### config.mk
export PLATFORM = sky130hd
export DESIGN_NAME = pixel_mixer
export DESIGN_NICKNAME = d
export VERILOG_FILES = /design/src/rtl/ppu_pkg.sv /design/src/rtl/palette_mux.sv /design/src/rtl/pixel_mixer.sv
export SDC_FILE = /design/constraint.sdc
export NUM_CORES = 1
export LEC_CHECK = 0
export ABC_AREA = 1
export ABC_CLOCK_PERIOD_IN_PS = 1510
export BUFFER_PORTS_ARGS = -buffer_cell sky130_fd_sc_hd__buf_2
export CAP_MARGIN = 40
export CORE_ASPECT_RATIO = 0.8
export CORE_MARGIN = 2
export CORE_UTILIZATION = 49
export DETAILED_ROUTE_END_ITERATION = 6
export GPL_ROUTABILITY_DRIVEN = 0
export HOLD_SLACK_MARGIN = 0.03
export PLACE_DENSITY_LB_ADDON = 0.3
export SLEW_MARGIN = 0
export SYNTH_ARGS = -nofsm -noshare
export SYNTH_HDL_FRONTEND = slang
export SYNTH_HIERARCHICAL = 1
export SYNTH_SLANG_ARGS = --single-unit
export TNS_END_PERCENT = 20
### constraint.sdc
create_clock -name clk_in -period 1.51 [get_ports clk_in]
set_input_delay 0.2265 -clock clk_in [delete_from_list [all_inputs] [get_ports clk_in]]
set_output_delay 0.2265 -clock clk_in [all_outputs]
set_load 0.02 [all_outputs]
### src/rtl/ppu_pkg.sv
// ppu_pkg: shared types and helpers for the PPU pixel pipeline
package ppu_pkg;

    localparam int LCD_WIDTH = 160;

    typedef enum logic [1:0] {IDLE, DISCARD, DRAW, DONE} mixer_state_t;

    // Two-bit shade for colour index idx within an 8-bit DMG palette
    function automatic logic [1:0] shade(input logic [7:0] pal, input logic [1:0] idx);
        return pal[{idx, 1'b0} +: 2];
    endfunction

endpackage

### src/rtl/palette_mux.sv
// palette_mux: BG/OBJ priority resolution and palette lookup for one pixel
module palette_mux import ppu_pkg::*; (
    input  logic [1:0] i_bg_pixel,
    input  logic       i_bg_ena,
    input  logic       i_obj_ena,
    input  logic       i_obj_valid,
    input  logic [1:0] i_obj_pixel,
    input  logic       i_obj_palette,
    input  logic       i_obj_priority,
    input  logic [7:0] i_bgp,
    input  logic [7:0] i_obp0,
    input  logic [7:0] i_obp1,
    output logic [1:0] o_shade
);

    logic [1:0] w_bc;
    logic       w_obj_win;

    // OBJ wins when visible, unless it sits behind a non-zero BG colour
    always_comb begin
        w_bc      = i_bg_ena ? i_bg_pixel : 2'd0;
        w_obj_win = i_obj_ena & i_obj_valid & (i_obj_pixel != 2'd0) & ~(i_obj_priority & (w_bc != 2'd0));
        o_shade   = w_obj_win ? shade(i_obj_palette ? i_obp1 : i_obp0, i_obj_pixel) : shade(i_bgp, w_bc);
    end

endmodule

### src/rtl/pixel_mixer.sv
// pixel_mixer: pops BG/OBJ FIFOs in lockstep, applies fine scroll and emits shaded pixels
module pixel_mixer import ppu_pkg::*; #(
    parameter int X_MAX = LCD_WIDTH
) (
    input  logic                     clk_in,
    input  logic                     rst_in,
    input  logic                     tclk_in,
    input  logic                     line_start_in,
    input  logic [7:0]               SCX_in,
    input  logic                     bg_ena_in,
    input  logic                     obj_ena_in,
    input  logic [7:0]               BGP_in,
    input  logic [7:0]               OBP0_in,
    input  logic [7:0]               OBP1_in,
    input  logic                     sprite_hit_in,
    output logic                     bg_rd_en_out,
    input  logic [1:0]               bg_pixel_in,
    input  logic                     bg_valid_in,
    output logic                     obj_rd_en_out,
    input  logic [1:0]               obj_pixel_in,
    input  logic                     obj_palette_in,
    input  logic                     obj_priority_in,
    input  logic                     obj_valid_in,
    output logic [1:0]               pixel_out,
    output logic [$clog2(X_MAX)-1:0] X_out,
    output logic                     pixel_valid_out,
    output logic                     line_done_out
);

    localparam int XW = $clog2(X_MAX);

    mixer_state_t  r_state;
    logic [2:0]    r_fine;
    logic [XW-1:0] r_x_cnt;
    logic          r_drop;
    logic          w_valid;
    logic          w_emit;
    logic          w_last;
    logic [1:0]    w_shade;
    logic          w_unused_scx;

    // Pop requests, plus dropping of a pop that was issued on the clk a line was restarted
    always_comb begin
        bg_rd_en_out  = tclk_in & ~sprite_hit_in & (r_state == DISCARD || r_state == DRAW);
        obj_rd_en_out = bg_rd_en_out & (r_state == DRAW);
        w_valid       = bg_valid_in & ~r_drop;
        w_emit        = w_valid & ~line_start_in & (r_state == DRAW);
        w_last        = r_x_cnt == XW'(X_MAX - 1);
        w_unused_scx  = ^SCX_in[7:3];
    end

    palette_mux u_palette_mux (
        .i_bg_pixel     (bg_pixel_in),
        .i_bg_ena       (bg_ena_in),
        .i_obj_ena      (obj_ena_in),
        .i_obj_valid    (obj_valid_in),
        .i_obj_pixel    (obj_pixel_in),
        .i_obj_palette  (obj_palette_in),
        .i_obj_priority (obj_priority_in),
        .i_bgp          (BGP_in),
        .i_obp0         (OBP0_in),
        .i_obp1         (OBP1_in),
        .o_shade        (w_shade)
    );

    // Line FSM, fine-scroll discard counter, X counter and registered pixel outputs
    always_ff @(posedge clk_in or negedge rst_in) begin
        if (!rst_in) begin
            r_state         <= IDLE;
            r_fine          <= 3'd0;
            r_x_cnt         <= '0;
            r_drop          <= 1'b0;
            pixel_out       <= 2'd0;
            X_out           <= '0;
            pixel_valid_out <= 1'b0;
            line_done_out   <= 1'b0;
        end else begin
            pixel_valid_out <= w_emit;
            line_done_out   <= w_emit & w_last;
            r_drop          <= line_start_in & bg_rd_en_out;
            if (w_emit) begin
                pixel_out <= w_shade;
                X_out     <= r_x_cnt;
            end
            if (line_start_in) begin
                r_state <= DISCARD;
                r_fine  <= SCX_in[2:0];
                r_x_cnt <= '0;
            end else begin
                case (r_state)
                    DISCARD: begin
                        if (w_valid && r_fine != 3'd0) r_fine <= r_fine - 3'd1;
                        if (r_fine == 3'd0 || (w_valid && r_fine == 3'd1)) r_state <= DRAW;
                    end
                    DRAW: if (w_emit) begin
                        if (w_last) r_state <= DONE;
                        else r_x_cnt <= r_x_cnt + 1'b1;
                    end
                    DONE:    r_state <= IDLE;
                    default: ;
                endcase
            end
        end
    end

endmodule
---- Word level (Yosys, flattened, before mapping) ----
Cells that the tools add are included.
operators by class
  add/subtract/negate cells ............... 2
  equality and inequality tests ........... 9
  shifts and indexed selects .............. 2
  multiplexer cells ....................... 15
  bitwise operators ....................... 16
  reduce and logical (&&, ||, !) cells .... 16
operators with widths
  kind                 count
  $mux 8               5
  $shiftx 8x4->2       2
  $and 1x1->1          12
  $mux 2               6
  $reduce_bool 2->1    6
  $mux 3               3
  $add 8x1->8 const B  1
  $eq 8x8->1 const B   1
  $ne 3x3->1 const B   2
  $pmux 2 s3           1
  $eq 2x2->1 const B   2
  $not 1->1            4
  $reduce_and 4->1     1
  $reduce_bool 4->1    1
  $eq 3x1->1 const B   1
  $logic_not 3->1      1
  $ne 3x2->1 const B   1
  $reduce_and 3->1     1
  $reduce_bool 3->1    1
  $sub 3x1->3 const B  1
  $eq 2x1->1 const B   1
  $logic_and 1x1->1    2
  $logic_or 1x1->1     2
  $ne 2x2->1 const B   1
  $reduce_and 2->1     1
storage, ports and cells
  register bits ........................... 26
  output and inout bits ................... 14
  word-level logic and storage cells ...... 68

---- Longest topological paths before layout ----
Gate-level depths: netlist of the first run.
  word-level depth ........................ 7
  depth in mapped cells ................... 10
  depth with buffers taken out ............ 10

---- By module ----
The synthesis of the first run kept the hierarchy.
modules (own cells, without submodules)
  module       instances  cells each  area each (um^2)  seq. area each (um^2)
  pixel_mixer  1          166         1,342.5           650.6
  palette_mux  1          64          292.8             0.0

---- Worst setup path before layout of the first run ----
No wires, ideal clock.
  path type ............................... register -> output
  start point ............................. reg r_state[0]
  end point ............................... out bg_rd_en_out
  arrival ................................. 1.230 ns
  data required time ...................... 1.283 ns
  path slack .............................. 0.053 ns
  cell stages (with the launch flop) ...... 4
  path buffers ............................ 0
  path through ............................ dfrtp_1 inv_1 ha_1 nor3_1
on the way
  cells in the longest elaborated chain, start to end .. 3
  elaborated cells on any way between the ends .. 4
  classes of those cells .................. eq/ne: 2; bitwise: 1; reduce/logical: 1
RTL lines
  item                                             line               RTL
  from (decl)                                      pixel_mixer.sv:32  mixer_state_t r_state;
  from (signal assigned)                           pixel_mixer.sv:69  r_state <= IDLE;
  from (signal assigned)                           pixel_mixer.sv:86  r_state <= DISCARD;
  from (signal assigned)                           pixel_mixer.sv:93  if (r_fine == 3'd0 || (w_valid && r_fine == 3'd1)) r_state <= DRAW;
  $eq 2x1->1 / $eq 2x2->1 (equally long branches)  pixel_mixer.sv:44  bg_rd_en_out = tclk_in & ~sprite_hit_in & (r_state == DISCARD || r_state == DRAW);
  $logic_or 1x1->1 (*)                             pixel_mixer.sv:44
  $and 1x1->1 (*)                                  pixel_mixer.sv:44
  to (decl)                                        pixel_mixer.sv:16  output logic bg_rd_en_out,
Mark *: on every way between the ends. The rest lies on a longest branch, timed or not.

---- Worst setup path in the final report of the first run ----
  start point ............................. reg r_state[0]
  end point ............................... out obj_rd_en_out
on the way
  cells in the longest elaborated chain, start to end .. 4
  elaborated cells on any way between the ends .. 5
  classes of those cells .................. eq/ne: 2; bitwise: 2; reduce/logical: 1
RTL lines
  item                                             line                                  RTL
  $eq 2x1->1 / $eq 2x2->1 (equally long branches)  pixel_mixer.sv:44, pixel_mixer.sv:45
  $logic_or 1x1->1                                 pixel_mixer.sv:44
  $and 1x1->1                                      pixel_mixer.sv:44
  $and 1x1->1 (*)                                  pixel_mixer.sv:45                     obj_rd_en_out = bg_rd_en_out & (r_state == DRAW);
  to (decl)                                        pixel_mixer.sv:19                     output logic obj_rd_en_out,
Marked as above.

==> results of run 1 <==
layer usage:
layer	share of wire (%)	global-route usage, %
met1	47	28.9
met2	49	32.8
met3	4.3	5.06
met4	0.46	2.57
met5	0	0
state kept, by name (all words and copies together) (netlist names):
| name | count |
|---|---|
| X_out | 8 |
| line_done_out | 1 |
| pixel_out | 2 |
| pixel_valid_out | 1 |
| r_drop | 1 |
| r_fine | 3 |
| r_state | 2 |
| r_x_cnt | 8 |
worst paths after layout:
| path | from | endpoint | slack (ns) | cells past startpoint |
|---|---|---|---|---|
| worst max-delay path | r_state[0] | obj_rd_en_out | 0.006 | 5 |
| worst min register to register | pixel_out[1] | pixel_out[1] | 0.48 | 2 |
| min in group asynchronous | rst_in | line_done_out | 0.47 | 2 |
| worst min-delay path | sprite_hit_in | r_drop | 0.15 | 2 |
| worst max register to register | r_fine[1] | r_state[0] | 0.08 | 10 |
| max in group asynchronous | rst_in | X_out[2] | 0.65 | 2 |
power by group through the flow:
stage / sequential, mW / clock, mW / combinational [mW]
2_1_floorplan: 0.917 / 0 / 0.455
3_3_place_gp: 0.858 / 0 / 0.776
3_5_place_dp: 0.861 / 0 / 0.810
4_1_cts: 0.845 / 0.581 / 0.850
5_1_grt: 0.860 / 0.595 / 1.06
6_report: 0.850 / 0.573 / 0.928
synthesized netlist by cell type:
| cell type | n |
|---|---|
| nand2_1 | 89 |
| dfrtp_1 | 26 |
| inv_1 | 21 |
| nor2_1 | 19 |
| nand3_1 | 17 |
| o21ai_1 | 10 |
| ha_1 | 8 |
| nand2_2 | 5 |
| o21ai_0 | 5 |
| inv_2 | 4 |
| o211ai_1 | 4 |
| nand4_1 | 3 |
| nor3_1 | 3 |
| nand3b_1 | 2 |
| nor2_2 | 2 |
| a21oi_1 | 1 |
| a21oi_4 | 1 |
| buf_2 | 1 |
| buf_6 | 1 |
| clkbuf_1 | 1 |
| inv_8 | 1 |
| nand2_4 | 1 |
| nor2_4 | 1 |
| nor4_1 | 1 |
| or2_1 | 1 |
| or2_2 | 1 |
| xor2_1 | 1 |
timing repair:
item                                    CTS  global route
setup buffers                             1             2
resized for setup                         2            15
pin swaps                                 2             7
endpoints found under the setup margin    2            15
hold buffers                              1             0
endpoints found under the hold margin    26             0
cell type report:
| type | count | area share, % |
|---|---|---|
| clock buffer | 3 | 1.89 |
| clock inverter | 1 | 1.38 |
| inverter | 26 | 4.82 |
| multi-input combinational | 175 | 42.1 |
| sequential | 26 | 29.8 |
| tap | 40 | 2.29 |
| timing repair buffer | 67 | 17.7 |
worst reg2reg max path, stage by stage, from the launching register on:
cell and delay (ns):
dfrtp_1 0.37, inv_1 0.12, ha_4 0.14, ha_2 0.16
inv_1 0.05, nand2_2 0.06, nor2_1 0.05, a21oi_2 0.17
nand2_1 0.09, nand2_1 0.07, nand2_1 0.05
kinds of logic after synthesis:
family / after synthesis / synth area share [%]
fa+ha+maj: 8 / 6.12
buf+inv: 29 / 7.65
flops: 26 / 39.8
xor+xnor: 1 / 0.536
compound gates: 21 / 7.73
simple gates: 145 / 38.2
==> run metrics, run 1 <==
Comb power frac 39.5%; Slowest cell on crit path dfrtp_1; most frequent cells in the layout 88 x nand2_1, 54 x buf_2, 26 x dfrtp_1; max-capacitance violation count 0; fin area 2180 um^2; pwr/cell area 1080 nW/um^2; setup violators final 0; yosys warns 6; CTS tree yes; Routed WL per cell 11.0 um; Cell variety after synth 27; register area 651 um^2; Total Die Area 3820 um^2; Final nets 354; clock sinks 26; worst hold path class in2reg; most common cell after layout, fill and taps aside nand2_1; crit path capture type primary output; fillers 257; clk root buf clkbuf_8; Port Buffers 55; CP bufs+invs 3; fin crit share 99.6%; crit path DAT 1.28 ns; first-pass GRT wire length 6150 um; largest cells by area after synthesis dfrtp_1 40%, nand2_1 20%, ha_1 6.1%; clk_skew 0.00550 ns; CP peak stage delay 0.39 ns; largest net degree at the start of global routing 27; Mapped Area 1640 um^2; Die H 55.7 um; Slew Limit Fails 0; CP Max Fanout 2; P_leak 1.22 nW; routed vias 1651; Layout area overhead 33.4%; diode count 0; Reg clk slew, reported paths 0.09 ns; Max IR drop VDD 827 uV; setup TNS 0 ns; Pre-antenna DRT Iters 4; Avg Inst Size Synth 7.11 um^2; setup slack after layout 0.00602 ns; Cell Area, Placed 2010 um^2; NetSw 808 uW; DR iter-0 viols 71; dpl cells 331; dominant cell type by area after synthesis dfrtp_1; Setup WS pre-CTS 0.00826 ns; Die X 68.6 um; WS Path Type reg2out; antenna violations before repair 0; Mapped Cells 230; Seq pwr share 36.2%; max_slew headroom 61.8%; Core ar. 3130 um^2; num ports 61; Synthesized Nets 285; Post-Layout Cell Count 338; clock share of power 24.3%; Worst-Skew Late Latency 0.27 ns; vias per cell 4.88; register area share after synthesis 39.8%; final hold vios 0; layout cells sized above 1 32.9%; final hold slack 0.147 ns; Post-Route WL 3720 um; FMAX 665 MHz; CP required 1.28 ns; via count of the first global-routing pass 1471; Remaining DRCs 0; switching share of power 34.4%; worst path cell trace inv_1, ha_2, inv_1, nor3_1, buf_2; total power 2.35 mW; CTS Buf Count 3; Critical Path Most Common Cell inv_1; Overall Global Routing Usage 20.6%; fin crit period 1.50 ns; Seq cells post-synth 26; initial core utilization 52.2%; Tightest Pin Transition 0.574 ns; Worst Setup Start Kind flop; Int Power 1.54 mW; crit-path leading delay family flip-flops; antenna-violating nets left 0; RSZ-0062 raised after global routing yes; hpwl dp 2750 um; Site Rows 18; remaining global-route overflow 0; top-area cell type share of the netlist area 39.8%; Finished Core Util 69.7%; Max Buffers Root-to-Sink 2; Multi-input gate area 917 um^2; status complete, no violations; H-tree depth 1
No activity file was read; power rests on OpenSTA's default activity.
==> inputs of run 2 (changes only) <==
- ABC_CLOCK_PERIOD_IN_PS: 1510 -> 1400
- clock period: 1.51 -> 1.4 ns (I/O delays scaled with it)
==> run 2 against run 1 <==
Compared with the run above: largest cell class unchanged; the run now ends with setup timing left; via count grew 0.79%; highest routed layer unchanged; clock-buffer cell count stayed put; critical endpoint is now bg_rd_en_out; hold slack better by 0.039 ns.
==> run metrics, run 2 (synthesis results as in run 1) <==
status finished, violations left; failing checks setup timing; final hold slack 0.186 ns (+0.0387 ns); P_leak 1.24 nW (+1.2%); Pre-antenna DRT Iters 4 (unchanged); layout cells sized above 1 35.2% (+2.3 points); remaining global-route overflow 0 (unchanged); Reg clk slew, reported paths 0.09 ns (about the same); initial core utilization 52.2% (unchanged); Routed WL per cell 11.1 um (+1.1%); DR iter-0 viols 63 (-11%); most common cell after layout, fill and taps aside nand2_1; Site Rows 18 (unchanged); setup violators final 4 (+4); max-capacitance violation count 0 (unchanged); fin area 2230 um^2 (+2.1%); Post-Layout Cell Count 341 (+0.89%); FMAX 664 MHz; CTS tree yes; Port Buffers 55 (unchanged); CP Max Fanout 3 (+1); CTS Buf Count 3 (unchanged); Core ar. 3130 um^2 (unchanged); Max IR drop VDD 1010 uV (+23%); clock sinks 26 (unchanged); Layout area overhead 36.1%; Die X 68.6 um (unchanged); dpl cells 336 (+1.5%); crit path DAT 1.30 ns (+0.02 ns); H-tree depth 1 (unchanged); pwr/cell area 1200 nW/um^2 (+11%); WS Path Type reg2out; Slew Limit Fails 0 (unchanged); Post-Route WL 3790 um (+2.0%); Overall Global Routing Usage 21.6% (+1.0 points); worst hold path class in2reg; RSZ-0062 raised after global routing yes; Final nets 357 (+0.85%); Cell Area, Placed 2060 um^2 (+2.7%); Remaining DRCs 0 (unchanged); setup slack after layout -0.106 ns (-0.112 ns); hpwl dp 2810 um (+2.1%); CP required 1.19 ns (-0.09 ns); clk_skew 0.00818 ns (+0.00268 ns); fin crit period 1.51 ns; fin crit share 108%; diode count 0 (unchanged); crit path capture type primary output; routed vias 1664 (+0.79%); Total Die Area 3820 um^2 (unchanged); Worst-Skew Late Latency 0.27 ns (about the same); antenna-violating nets left 0 (unchanged); vias per cell 4.88 (about the same); Die H 55.7 um (unchanged); setup TNS -0.193 ns (-0.193 ns); antenna violations before repair 0 (unchanged); first-pass GRT wire length 6530 um (+6.3%); Largest regs X_out: 8 flops, r_x_cnt: 8 flops, r_fine: 3 flops; largest net degree at the start of global routing 27 (unchanged); clk root buf clkbuf_8; final hold vios 0 (unchanged); num ports 61 (unchanged); most frequent cells in the layout 87 x nand2_1, 53 x buf_2, 26 x dfrtp_1; Max Buffers Root-to-Sink 2 (unchanged); max_slew headroom 62.0% (+0.23 points); Tightest Pin Transition 0.570 ns (-0.00347 ns); Worst Setup Start Kind flop; via count of the first global-routing pass 1592 (+8.2%)
run 2: changes by cell type in the layout (fill, tap and decap cells not counted):
| cell | previous run | this run |
|---|---|---|
| buf_2 | 54 | 53 |
| buf_4 | 10 | 14 |
| ha_2 | 2 | 1 |
| ha_4 | 2 | 3 |
| inv_1 | 20 | 16 |
| inv_2 | 5 | 9 |
| nand2_1 | 88 | 87 |
| nand2_2 | 6 | 7 |
| nor3_1 | 2 | 1 |
| nor3_4 | 0 | 1 |
| o21ai_1 | 9 | 10 |
| o21ai_2 | 1 | 0 |
run 2: critical path, cell delays in order (launching register included):
cell     delay, ns
dfrtp_1       0.44
ha_4          0.28
nor3_4        0.15
buf_6         0.15
run 2: area by class of cell:
type	count	area, um^2
inverters	26	105
repair buffers	70	412
flip-flops and latches	26	651
clock inverters	1	30.0
clock buffers	3	41.3
multi-input cells	175	937
well taps	40	50.0
fillers	257	905
run 2: worst paths after layout:
path / start / to / slack, ns / cells after the start
min in group asynchronous: rst_in / r_fine[0] / 0.45 / 2
setup reg to reg: r_state[1] / r_state[0] / -0.04 / 8
hold reg to reg: X_out[1] / X_out[1] / 0.48 / 2
hold / removal: sprite_hit_in / r_drop / 0.19 / 2
setup / recovery: r_state[1] / bg_rd_en_out / -0.11 / 3
max in group asynchronous: rst_in / r_x_cnt[7] / 0.56 / 2
run 2: where the power goes:
| part | internal, mW | switching [mW] | total, mW |
|---|---|---|---|
| Combinational | 0.488 | 0.626 | 1.11 |
| Clock | 0.383 | 0.239 | 0.621 |
| Sequential | 0.860 | 0.0671 | 0.927 |
| Total | 1.73 | 0.932 | 2.66 |
run 2: stage by stage:
stage / utilization [%] / worst slack (ns) / total power [mW]
final: 71.1 / -0.106 / 2.66
after global routing: 71.1 / -0.116 / 2.82
after CTS: 69.5 / -0.0729 / 2.53
after detailed placement: 65.9 / -0.0976 / 1.84
after global placement: 65.9 / 0.0120 / 1.80
after floorplan: - / 0.0115 / 1.49
run 2: repair_timing:
| action | CTS | global route |
|---|---|---|
| buffers inserted | 0 | 0 |
| gates resized for setup | 9 | 15 |
| endpoints found under the setup margin | 12 | 15 |
| hold buffers | 1 | 0 |
| pin swaps | 3 | 6 |
| endpoints found under the hold margin | 26 | 0 |
run 2: metal layers:
metal  GRT usage, %  routed length (um)  vias to the layer above
li1               -                   -                      869
met1           29.4                1730                      748
met2           35.2                1840                       39
met3           3.64                 151                        8
met4           5.71                  72                        0
met5              0                   0                        -
==> inputs of run 3 (changes only) <==
- SKIP_LAST_GASP: default -> 1
==> run 3 against run 2 <==
Compared with the run above: the flow still finishes with violations (setup timing); clock-buffer cell count is the same; combinational power hardly changed; maximum frequency increased by 2.4%; largest power group unchanged; sequential share of layout area rose by 0.20 points; design area fell by 0.67%; via count about the same; critical path depth did not move; register-to-register slack is essentially flat; non-clock buffer count stayed put; final cell count unchanged; flip-flop and latch count unchanged; critical path type unchanged.
==> run metrics, run 3 (synthesis results as in run 1) <==
status finished, violations left; failing checks setup timing; fillers 262 (+1.9%); Remaining DRCs 0 (unchanged); Final nets 357 (unchanged); CTS tree yes; num ports 61 (unchanged); most common cell after layout, fill and taps aside nand2_1; Worst Setup Start Kind flop; CTS Buf Count 3 (unchanged); DR iter-0 viols 55 (-13%); Pre-antenna DRT Iters 4 (unchanged); max-capacitance violation count 0 (unchanged); RSZ-0062 raised after global routing yes; first-pass GRT wire length 6520 um (-0.21%); fin crit period 1.47 ns (-0.0359 ns); Slew Limit Fails 0 (unchanged); fin crit share 105% (-2.6 points); Layout area overhead 35.2%; Tightest Pin Transition 0.570 ns (-0.0000391 ns); total setup buffers inserted after CTS 0 (unchanged); worst path cell trace ha_4, nor3_4, buf_6; final hold vios 0 (unchanged); pwr/cell area 1190 nW/um^2 (-0.71%); Site Rows 18 (unchanged); max_slew headroom 62.0% (about the same); CP Max Fanout 3 (unchanged); Routed WL per cell 11.1 um (-0.11%); antenna violations before repair 0 (unchanged); Post-Route WL 3790 um (-0.11%); P_leak 1.24 nW (-0.14%); Max Buffers Root-to-Sink 2 (unchanged); Die H 55.7 um (unchanged); Overall Global Routing Usage 21.5% (-0.083 points); Reg clk slew, reported paths 0.09 ns (about the same); antenna-violating nets left 0 (unchanged); largest net degree at the start of global routing 27 (unchanged); routed vias 1663 (-0.060%); H-tree depth 1 (unchanged); Total Die Area 3820 um^2 (unchanged); CP required 1.19 ns (about the same); worst hold path class in2reg; crit path capture type primary output; hpwl dp 2810 um (unchanged); via count of the first global-routing pass 1590 (-0.13%); Max IR drop VDD 1010 uV (-0.15%); clk_skew 0.00846 ns (+0.000278 ns); setup violators final 4 (unchanged); Largest regs X_out: 8 flops, r_x_cnt: 8 flops, r_fine: 3 flops; clock sinks 26 (unchanged); Worst-Skew Late Latency 0.27 ns (about the same); crit path DAT 1.26 ns (-0.04 ns); clk root buf clkbuf_8; layout cells sized above 1 34.2% (-1.0 points); most frequent cells in the layout 88 x nand2_1, 53 x buf_2, 26 x dfrtp_1; remaining global-route overflow 0 (unchanged); Die X 68.6 um (unchanged); CP peak stage delay 0.43 ns (about the same); final hold slack 0.186 ns (-0.000135 ns); initial core utilization 52.2% (unchanged); FMAX 680 MHz (+2.4%); Port Buffers 55 (unchanged); r2r setup slk -0.04 ns (about the same); diode count 0 (unchanged); Core ar. 3130 um^2 (unchanged); vias per cell 4.88 (about the same); total power 2.63 mW (-1.4%); setup slack after layout -0.0698 ns (+0.0359 ns); WS Path Type reg2out; Slowest cell on crit path dfrtp_1
## run 3: cell counts in the layout (fill, tap and decap cells not counted)
Identical to the previous run, type by type.
## run 3: repair_timing
item / in CTS / in global routing
resized for setup: 7 / 13
pin swaps: 1 / 5
hold endpoints to repair: 26 / 0
hold buffers: 1 / 0
endpoints found under the setup margin: 12 / 15
## run 3: final cells by class
cell class | count | area (um^2) | area share (%)
multi-input combinational | 175 | 922 | 41.7
sequential | 26 | 651 | 29.4
timing repair buffer | 70 | 412 | 18.6
inverter | 26 | 105 | 4.75
tap | 40 | 50.0 | 2.26
clock buffer | 3 | 41.3 | 1.87
clock inverter | 1 | 30.0 | 1.36
## run 3: power by group
part	switching (mW)	leakage (nW)	internal, mW
combinational	0.611	0.852	0.469
sequential	0.0656	0.350	0.860
clock	0.238	0.0357	0.383
total	0.914	1.24	1.71
## run 3: worst paths after layout
| check | from | end | cells after the start |
|---|---|---|---|
| min reg2reg | X_out[1] | X_out[1] | 2 |
| min | sprite_hit_in | r_drop | 2 |
| max in group asynchronous | rst_in | r_x_cnt[7] | 2 |
| max | r_state[1] | bg_rd_en_out | 3 |
| max reg2reg | r_fine[0] | r_state[0] | 10 |
| min in group asynchronous | rst_in | pixel_valid_out | 2 |
## run 3: metal layers
layer,vias up,wire [um],global-route usage [%]
met5,-,0,0
met4,0,72,5.71
met3,8,157,3.64
met2,37,1830,34.8
met1,747,1730,29.5
li1,871,-,-
## run 3: through the flow
step                      TNS [ns]  instance area, um^2  std cells  setup WS (ns)  util, %
final                       -0.166                 2210        341        -0.0698     70.6
after global routing        -0.902                 2210        341         -0.112     70.6
after CTS                   -0.229                 2170        341        -0.0729     69.3
after detailed placement    -0.204                 2060        336        -0.0976     65.9
after global placement           0                 2060        336         0.0120     65.9
after floorplan                  0                 1640        230         0.0115        -
## run 3: worst max-delay path, delay by kind of cell, from the launching register on
kind	cells	cell delay (ns)
DFF	1	0.43
adders and majority gates	1	0.25
and+or+nand+nor	1	0.15
buffers and inverters	1	0.15
